`src/rtl/cpu_pkg.sv`:
```
// Shared fetch-stage types and instruction field constants.
// Imported by the fetch unit and its helpers.
package cpu_pkg;

    typedef enum logic [1:0] {
        IDLE,
        REQ,
        HOLD,
        HALTED
    } fetch_state_t;

    localparam logic [5:0] HALT_OPCODE = 6'b111111;
    localparam int OPCODE_HI = 31;
    localparam int OPCODE_LO = 26;

    function automatic logic is_misaligned(input logic [1:0] lo);
        return lo != 2'b00;
    endfunction

endpackage

```
`src/rtl/fetch_timeout_counter.sv`:
```
// Up-counter bounding how long a memory request may stay unanswered.
// tc flags the last permitted wait cycle (count == TIMEOUT-1).
module fetch_timeout_counter #(
    parameter int TIMEOUT = 16,
    parameter int W       = $clog2(TIMEOUT) + 1
) (
    input  logic         clk,
    input  logic         reset,
    input  logic         clr,
    input  logic         en,
    output logic [W-1:0] cnt,
    output logic         tc
);

    always_ff @(posedge clk or posedge reset) begin
        if (reset) begin
            cnt <= '0;
        end else if (clr) begin
            cnt <= '0;
        end else if (en) begin
            cnt <= cnt + W'(1);
        end
    end

    assign tc = (cnt == W'(TIMEOUT - 1));

endmodule

```
`src/rtl/instr_fetch_unit.sv`:
```
// Instruction fetch: request/ack imem read, instruction register,
// halt/misalign/timeout detection and a retired-fetch counter.
module instr_fetch_unit #(
    parameter int         ADDR_W      = 32,
    parameter int         DATA_W      = 32,
    parameter logic [5:0] HALT_OPCODE = 6'b111111,
    parameter int         TIMEOUT     = 16,
    parameter int         CNT_W       = 32
) (
    input  logic              clk,
    input  logic              reset,
    input  logic [ADDR_W-1:0] pc_in,
    input  logic              pc_valid,
    input  logic              cont,
    output logic              imem_req,
    output logic [ADDR_W-1:0] imem_addr,
    input  logic              imem_ack,
    input  logic [DATA_W-1:0] imem_rdata,
    output logic [DATA_W-1:0] instr_out,
    output logic              instr_valid,
    input  logic              decode_ready,
    output logic              halt,
    output logic              fetch_err,
    output logic [CNT_W-1:0]  fetch_count
);

    import cpu_pkg::*;

    localparam int TW = $clog2(TIMEOUT) + 1;

    fetch_state_t  state;
    logic [TW-1:0] to_cnt;
    logic          to_tc;
    logic          to_clr;
    logic          to_en;
    logic          is_halt;

    // Timer runs only while a request is outstanding; any other state rearms it.
    assign to_clr  = (state != REQ);
    assign to_en   = (state == REQ) && !imem_ack;
    assign is_halt = (imem_rdata[OPCODE_HI:OPCODE_LO] == HALT_OPCODE);

    fetch_timeout_counter #(
        .TIMEOUT (TIMEOUT),
        .W       (TW)
    ) u_timeout (
        .clk   (clk),
        .reset (reset),
        .clr   (to_clr),
        .en    (to_en),
        .cnt   (to_cnt),
        .tc    (to_tc)
    );

    always_ff @(posedge clk or posedge reset) begin
        if (reset) begin
            state       <= IDLE;
            imem_req    <= 1'b0;
            imem_addr   <= '0;
            instr_out   <= '0;
            instr_valid <= 1'b0;
            halt        <= 1'b0;
            fetch_err   <= 1'b0;
            fetch_count <= '0;
        end else begin
            case (state)
                IDLE, HOLD: begin
                    if (state == IDLE || decode_ready) begin
                        if (state == HOLD) begin
                            fetch_count <= fetch_count + CNT_W'(1);
                            instr_valid <= 1'b0;
                            state       <= IDLE;
                        end
                        if (pc_valid) begin
                            if (is_misaligned(pc_in[1:0])) begin
                                fetch_err <= 1'b1;
                                halt      <= 1'b1;
                                state     <= HALTED;
                            end else begin
                                imem_addr <= pc_in;
                                imem_req  <= 1'b1;
                                state     <= REQ;
                            end
                        end
                    end
                end
                REQ: begin
                    // A late ack still beats the timeout on the same edge.
                    if (imem_ack) begin
                        imem_req  <= 1'b0;
                        instr_out <= imem_rdata;
                        if (is_halt) begin
                            halt  <= 1'b1;
                            state <= HALTED;
                        end else begin
                            instr_valid <= 1'b1;
                            state       <= HOLD;
                        end
                    end else if (to_tc) begin
                        imem_req  <= 1'b0;
                        fetch_err <= 1'b1;
                        halt      <= 1'b1;
                        state     <= HALTED;
                    end
                end
                HALTED: begin
                    if (cont) begin
                        halt      <= 1'b0;
                        fetch_err <= 1'b0;
                        state     <= IDLE;
                    end
                end
                default: state <= IDLE;
            endcase
        end
    end

endmodule
```
`config.mk`:
```
export PLATFORM = sky130hd
export DESIGN_NAME = instr_fetch_unit
export DESIGN_NICKNAME = d
export VERILOG_FILES = /design/src/rtl/cpu_pkg.sv /design/src/rtl/fetch_timeout_counter.sv /design/src/rtl/instr_fetch_unit.sv
export SDC_FILE = /design/constraint.sdc
export NUM_CORES = 1
export LEC_CHECK = 0
export ABC_AREA = 1
export CORE_MARGIN = 4
export CORE_UTILIZATION = 30
export CTS_CLUSTER_SIZE = 30
export DETAILED_ROUTE_END_ITERATION = 12
export PLACE_DENSITY = 0.57
export SYNTH_ARGS = -nofsm -noshare
export SYNTH_HDL_FRONTEND = slang
export SYNTH_SLANG_ARGS = --single-unit
```
`constraint.sdc`:
```
create_clock -name clk -period 3.3 [get_ports clk]
set_clock_uncertainty 0.1 [all_clocks]
set_input_delay 0.66 -clock clk [delete_from_list [all_inputs] [get_ports clk]]
set_output_delay 0.66 -clock clk [all_outputs]
set_load 0.05 [all_outputs]
```
# Yosys cells after proc, flatten, opt, wreduce, memory -nomap -nowiden
# Index checks and enable logic that the tools add are counted.
# totals
latchBits	0
reg_bits	107
ram_bits	0
wordCells	79
out_inout_bits	100
mem_bits_ro	0
in_bits	70
mem_count	0
# classes
n_reduce_logical	16
n_mux	32
add_sub_neg	2
eq_ne	19
multipliers	0
div	0
bitwise	1
n_lt_le_gt_ge	0
shift	0
# ops
cell	count
$add A32 B1 Y32 const B	1
$ne A2 B2 Y1 const B	10
$mux W1	18
$mux W2	7
$reduce_and A6 Y1	2
$mux W5	2
$reduce_and A5 Y1	2
$ne A3 B3 Y1 const B	3
$reduce_and A4 Y1	2
$eq A6 B6 Y1 const B	1
$pmux W1 S3	2
$pmux W2 S3	1
$reduce_bool A2 Y1	3
$add A5 B1 Y5 const B	1
$eq A5 B4 Y1 const B	1
$eq A2 B2 Y1 const B	2
$pmux W1 S2	2
$reduce_and A3 Y1	1
$eq A2 B1 Y1 const B	1
$logic_not A2 Y1	1
$ne A2 B1 Y1 const B	1
$reduce_and A2 Y1	1
$reduce_or A2 Y1	1
$logic_and A1 B1 Y1	1
other kinds (3)	3

# Longest topological paths before layout
# Gate-level depths: netlist of run 1.
# depth
word_depth	5
ltp_mapped	10
ltp_nobuf	10

# Modules after synthesis
# A second synthesis of run 1 with hierarchy kept.
# hier_totals
cells_unflattened	587
hier_area_um2	4860.9
# by_module_without_submodules
module	cells_each	instances	area_per_inst_um2	seq_area_each_um2
instr_fetch_unit	555	1	4593.2	2552.4
fetch_timeout_counter	32	1	267.8	125.1

# Worst setup path before layout of run 1
# No wires, ideal clock.
# synth_path
path_type	register to register
startpoint	register fetch_count[1]
endpoint	register fetch_count[20]
path_slack_ps	1377
setup_ps	143
arrival_time_ps	1680
required_time_ps	3057
path_buffers	0
synth_period_minus_slack_ps	1923
path_stages_with_launch	8
path_cell_list	dfrtp_1 ha_1 nand3_1 nor2_1 nand2_2 nor2_4 nand2_1 xnor2_1
# synth_via
elab_chain_cells	1
# synth_rtl
element	line_no	source
start: declaration	instr_fetch_unit.sv:24	output logic [CNT_W-1:0] fetch_count
start signal: assignment	instr_fetch_unit.sv:70	fetch_count <= fetch_count + CNT_W'(1);
$add A32 B1 Y32	instr_fetch_unit.sv:70	
# No other way between the ends.
# A chain may end at the register's enable or synchronous reset.

# Worst setup path after layout of run 1
# layout_path
startpoint	register fetch_count[13]
endpoint	output port fetch_count[13]
# No word-level cell between the ends.

==> results of run 1 <==
==> final timing paths <==
check                                 from         endpoint  slack (ns)  cells after the start
setup / recovery           fetch_count[13]  fetch_count[13]        0.83                      1
hold / removal               instr_out[18]    instr_out[18]        0.37                      2
setup reg to reg                  state[1]         imem_req        1.57                      8
hold reg to reg              instr_out[18]    instr_out[18]        0.37                      2
max in group asynchronous            reset    instr_out[17]        1.93                      3
min in group asynchronous            reset  fetch_count[29]        0.71                      3
==> power by group through the flow <==
stage                     Sequential (W)  Clock [W]  Combinational (W)
after global placement           0.00206          0            0.00318
after CTS                        0.00205    0.00121            0.00321
after global routing             0.00211    0.00126            0.00337
final                            0.00204    0.00116            0.00317
after floorplan                  0.00349          0           0.000616
after detailed placement         0.00206          0            0.00321
==> stage by stage <==
step / cells / area, um2 / power, W / setup WS (ns) / utilization, %
2_1_floorplan: 576 / 4787 / 0.004102 / 1.252 / -
3_3_place_gp: 946 / 6710 / 0.005241 / 0.9906 / 43.50
3_5_place_dp: 946 / 6710 / 0.005269 / 0.9159 / 43.50
4_1_cts: 961 / 7027 / 0.006469 / 0.8242 / 45.55
5_1_grt: 961 / 7027 / 0.006742 / 0.7920 / 45.55
6_report: 961 / 7027 / 0.006369 / 0.8282 / 45.55
==> cells in the mapped netlist <==
library cell	n
nand2_1	289
dfrtp_1	107
inv_1	35
nor2_1	33
nand3_1	18
nand4_1	17
xnor2_1	11
buf_2	9
o21ai_0	8
inv_2	6
nand3b_1	4
nor2_4	4
xor2_1	4
a21oi_1	3
clkbuf_1	3
ha_1	3
nor2_2	3
nor3_1	3
o211ai_1	2
a21oi_2	1
and2_1	1
buf_6	1
nand2_2	1
nand2_4	1
nand3_2	1
nand3_4	1
nor2_8	1
nor2b_1	1
nor3_2	1
o21ai_1	1
o21bai_1	1
o22ai_1	1
xor2_2	1
==> logic make-up (layout without fill, tap and decap cells) <==
kind of cell	after synthesis	after routing
DFF	107	107
adders and majority gates	3	3
xor gates and xnor gates	16	16
buffers and inverters	54	228
AOI/OAI and AO/OA	17	17
and+or+nand+nor	379	379
==> cells in the final DEF (no fill, tap or decap), types with 2 or more instances in the layout <==
cell             Yosys  final
a21oi_1              3      3
buf_4                0      2
bufinv_16            0      2
clkbuf_16            0      9
clkdlybuf4s50_1      0    169
clkinvlp_4           0      4
dfrtp_1            107    107
ha_1                 3      3
inv_1               35     34
inv_2                6      6
nand2_1            289    289
nand3_1             18     18
nand3b_1             4      4
nand4_1             17     17
nor2_1              33     33
nor2_2               3      3
nor2_4               4      4
nor3_1               3      3
o211ai_1             2      2
o21ai_0              8      8
xnor2_1             11     11
xor2_1               4      4
==> cell type report <==
type | count | share of cell area (%)
multi-input combinational | 415 | 26.82
tap | 211 | 3.757
clock buffer | 9 | 3.205
timing repair buffer | 172 | 24.57
inverter | 41 | 2.244
clock inverter | 6 | 1.300
sequential | 107 | 38.11
==> registers in the layout (all words and copies together), names as in the netlist <==
name / count
state: 2
imem_addr: 32
imem_req: 1
fetch_err: 1
u_timeout.cnt: 5
halt: 1
instr_valid: 1
instr_out: 32
fetch_count: 32
==> metal layers <==
layer | global-route usage, % | routed length [um] | vias up
met5 | 0 | 0 | -
met4 | 4.751 | 244 | 0
met3 | 4.651 | 825 | 15
met2 | 23.02 | 6035 | 129
met1 | 18.66 | 5657 | 1982
li1 | - | - | 2120
==> flow_summary_export.csv, run 1 <==
group,metric,value,unit
place,gp_congestion,0.8113,
logic_synthesis,yosysWarnings,0,
route,drt_iter0_drc,252,
route,dr.pass1.iters,4,
clocking,clk_pin_slew_worst_paths,0.07,ns
worst_setup_path,critical-path-top-delay-family,"buffers and inverters",
sta,tightest_slew,0.5849,ns
logic_synthesis,yosys.area.top_type_share,55.98,%
clocking,clock_sinks,107,
logic_synthesis,synth_nets,649,
global_route,grt_overflow,0,
worst_setup_path,crit_arrival,1.71,ns
logic_synthesis,synth.largest_area_cell,"dfrtp_1",
sta,slew_headroom,61.01,%
clocking,post_cts_buffers,0,
route,wirelength,12760,um
clocking,cts_tree,"done",
sta,drv_slew,0,
clocking,cts_root_buf,"clkbuf_16",
sta,fin_hold_ws,0.3713,ns
finish,syn_to_final_growth,46.90,%
clocking,clkLatencyLatePin,0.35,ns
sta,finalSetupTns,0,ns
finish,fillCellCount,1508,
finish,drive_gt1_share,5.333,%
die,core_area,15430,um2
finish,layout.nets,819,
worst_setup_path,worstSetupEndpointType,"output port",
logic_synthesis,yosys-top-cells-area,"dfrtp_1 (56%), nand2_1 (23%), inv_1 (2.7%), nor2_1 (2.6%), nand4_1 (2.2%)",
power_and_ir_drop,intPower,0.003415,W
logic_synthesis,muxShareOfSynthArea,0,%
logic_synthesis,synth_seq_cells,107,
logic_synthesis,synthCells,576,
flow_run,cap_violations,0,
sta,finalCritPeriodShare,74.90,%
logic_synthesis,synth_area_per_cell,8.304,um2
sta,fmax,404.6,MHz
outcome,status,"finished, final reports clean",
route,via_count,4246,
place,hpwl,9332,um
die,die_y,134.3,um
logic_synthesis,synth_area,4783,um2
power_and_ir_drop,seq_power_share,32.1,%
sta,hold_violations,0,
route,routed_via_density,4.418,
logic_synthesis,synth_compound_area_share,2.040,%
route,drc,0,
clocking,cts_hold_buf,0,
power_and_ir_drop,p_leak,3.307,nW
clocking,htreeDepth,3,
place,io_buffer_count,169,
logic_synthesis,synth_fa_ha_area_share,0.7847,%
clocking,cts_buffer_depth,2,
min_path,min_path_type,"register to register",
power_and_ir_drop,ir_drop,0.5597,mV
sta,setup_violations,0,
route,ant_nets,0,
logic_synthesis,yosysSeqAreaShare,55.98,%
sta,grt_setup_unrepaired,"false",
global_route,grt_pass1_wl,21100,um
die,start_util,31.01,%
global_route,track_usage,14.44,%
power_and_ir_drop,power_switching,0.002953,W
global_route,grt_max_degree,108,
logic_synthesis,synth_top_family_by_area,"simple AND/OR/NAND/NOR gates",
worst_setup_path,worst-path-buf-inv,1,
global_route,grt_pass1_vias,4265,
worst_setup_path,crit_fanout,4,
power_and_ir_drop,powerDensity,906.3,nW/um2
power_and_ir_drop,p_sw_share,46.37,%
logic_synthesis,synth-simple-area-share,33.48,%
worst_setup_path,path_cells,"clkdlybuf4s50_1",
finish,n_antenna_cell,0,
worst_setup_path,cp_slowest_cell,"clkdlybuf4s50_1",
die,die_area,18030,um2
finish,multiInputGateArea,1884,um2
die,chipWidth,134.3,um
worst_setup_path,slowest_delay,0.86,ns
clocking,post_cts_resized,0,
die,io_pins,170,
route,wl_per_cell,13.28,um
finish,regArea,2678,um2
die,rows,45,
global_route,antenna_found_initial,0,
logic_synthesis,synthXorXnorAreaFrac,3.087,%
clocking,numCtsBuffers,9,
worst_setup_path,critPathLaunchType,"register",
power_and_ir_drop,comb_power_share,49.8,%
power_and_ir_drop,p_clk_share,18.1,%
worst_setup_path,cp.required,2.54,ns
sta,fin_crit,2.472,ns
worst_setup_path,critPathKind,"register to output port",
logic_synthesis,synth_cell_types,33,
No activity file was read; power rests on OpenSTA's default activity.
==> inputs of run 2 (changes only) <==
clock period = 2.1 ns   (was 3.3 ns; I/O delays follow)
==> run 2 against run 1 <==
Net effect:
- clock-buffer cell count unchanged
- non-clock buffer count increased by 11
- core utilization increased by 0.21 points
- worst hold slack got worse by 0.12 ns
- cell count increased by 1.1%
==> flow_summary_export.csv, run 2 (synthesis results as in run 1) <==
group,metric,value,unit
sta,post-route-worst-setup-slack,0.02846,ns
worst_setup_path,worst-path-buf-inv,1,
route,via_count,4235,
route,drt_iter0_drc,217,
die,chipWidth,134.3,um
place,dpl_worst_slack,-0.03877,ns
die,die_y,134.3,um
finish,reg_top3,"fetch_count (32), imem_addr (32), instr_out (32)",
flow_run,cap_violations,0,
clocking,clock_sinks,107,
min_path,min_path_type,"primary input to async pin",
die,io_pins,170,
route,dr.pass1.iters,5,
clocking,clkLatencyLatePin,0.35,ns
power_and_ir_drop,intPower,0.005236,W
clocking,numCtsBuffers,9,
place,dp.cells,957,
power_and_ir_drop,power_switching,0.004670,W
global_route,grt_overflow,0,
finish,drive_gt1_share,11.56,%
outcome,status,"finished, final reports clean",
die,die_area,18030,um2
power_and_ir_drop,p_leak,3.684,nW
global_route,antenna_found_initial,0,
sta,finalCritPeriodShare,98.64,%
clocking,cts_buffer_depth,2,
worst_setup_path,cp.required,1.58,ns
power_and_ir_drop,ir_drop,0.6992,mV
worst_setup_path,critPathKind,"register to output port",
sta,setup_violations,0,
sta,drv_slew,0,
clocking,cts_tree,"done",
place,io_buffer_count,169,
finish,final_cell_count_no_fill,972,
route,ant_nets,0,
route,drc,0,
worst_setup_path,critPathLaunchType,"register",
die,core_area,15430,um2
sta,slew_headroom,63.93,%
sta,finalSetupTns,0,ns
power_and_ir_drop,p_sw_share,47.14,%
power_and_ir_drop,seq_power_share,32.3,%
sta,fmax,482.7,MHz
sta,hold_violations,0,
global_route,grt_pass1_wl,21700,um
finish,final_core_util,45.76,%
finish,fillCellCount,1536,
finish,multiInputGateArea,1884,um2
global_route,track_usage,14.90,%
finish,final_cell_mix,"nand2_1 (289), clkdlybuf4s50_1 (110), dfrtp_1 (107)",
power_and_ir_drop,comb_power_share,50.3,%
clocking,clk_pin_slew_worst_paths,0.08,ns
worst_setup_path,worstSetupEndpointType,"output port",
worst_setup_path,slowest_delay,0.82,ns
clocking,htreeDepth,3,
worst_setup_path,crit_arrival,1.55,ns
route,routed_via_density,4.357,
global_route,grt_pass1_vias,4339,
worst_setup_path,cp_slowest_cell,"clkdlybuf4s50_1",
power_and_ir_drop,powerDensity,1403,nW/um2
finish,regArea,2678,um2
power_and_ir_drop,p_clk_share,17.4,%
finish,final_common_cell,"nand2_1",
finish,n_antenna_cell,0,
worst_setup_path,path_cells,"clkdlybuf4s50_1",
place,hpwl,9945,um
route,wl_per_cell,13.52,um
worst_setup_path,crit_fanout,2,
clocking,cts_root_buf,"clkbuf_16",
sta,fin_crit,2.072,ns
sta,tightest_slew,0.5403,ns
clocking,post_cts_buffers,0,
sta,fin_hold_ws,0.2560,ns
die,rows,45,
die,start_util,31.01,%
finish,syn_to_final_growth,47.58,%
global_route,grt_max_degree,36,
clocking,cts_hold_buf,0,
worst_setup_path,critical-path-top-delay-family,"buffers and inverters",
place,gp_congestion,0.8414,
route,wirelength,13140,um
finish,layout.nets,830,
[run 2: cell types whose count changed in the layout (fill, tap and decap cells not counted)]
cell / change
clkdlybuf4s50_1: -59
buf_4: +47
dlymetal6s2s_1: +20
clkinvlp_4: -3
clkinv_4: +2
dlygate4sd2_1: +2
inv_6: +2
buf_12: +1
bufinv_16: -1
[run 2: layout make-up]
| class | instances | share of cell area [%] |
|---|---|---|
| inverter | 41 | 2.233 |
| tap | 211 | 3.740 |
| clock buffer | 9 | 3.190 |
| timing repair buffer | 183 | 25.17 |
| clock inverter | 6 | 1.046 |
| multi-input combinational | 415 | 26.69 |
| sequential | 107 | 37.93 |
[run 2: power groups by stage]
stage	Clock, W	Sequential (W)	Combinational, W
after floorplan	0	0.00548	0.000968
after global placement	0	0.00324	0.00502
after detailed placement	0	0.00324	0.00508
after CTS	0.00181	0.00322	0.00507
after global routing	0.00186	0.00330	0.00530
final	0.00172	0.00320	0.00499
[run 2: stage by stage]
stage,cell area (um2),total power [W]
floorplan,4787,0.006446
global placement,6713,0.008261
detailed placement,6713,0.008319
CTS,7009,0.01010
finish,7059,0.009907
global route,7059,0.01046
[run 2: path summary, 6_finish.rpt]
kind | startpoint | slack [ns] | cells after the start | end
max in group asynchronous | reset | 1.02 | 3 | u_timeout.cnt[4]
worst max-delay path | imem_addr[19] | 0.03 | 1 | imem_addr[19]
worst min register to register | instr_out[31] | 0.37 | 2 | instr_out[31]
min in group clk | instr_out[31] | 0.37 | 2 | instr_out[31]
worst max register to register | fetch_count[1] | 0.37 | 7 | fetch_count[20]
worst min-delay path | reset | 0.26 | 2 | fetch_count[14]
[run 2: timing repair]
item,4_1_cts,5_1_grt
pin swaps,0,0
resized for setup,2,20
endpoints found under the setup margin,2,20
[run 2: layer usage]
metal / share of wire [%] / vias up / global-route usage, % / wire length [um]
met4: 1.7 / 0 / 5.034 / 218
met3: 5.5 / 14 / 4.576 / 726
met5: 0 / - / 0 / 0
met2: 50 / 109 / 24.78 / 6566
met1: 43 / 1969 / 18.47 / 5631
li1: - / 2143 / - / -
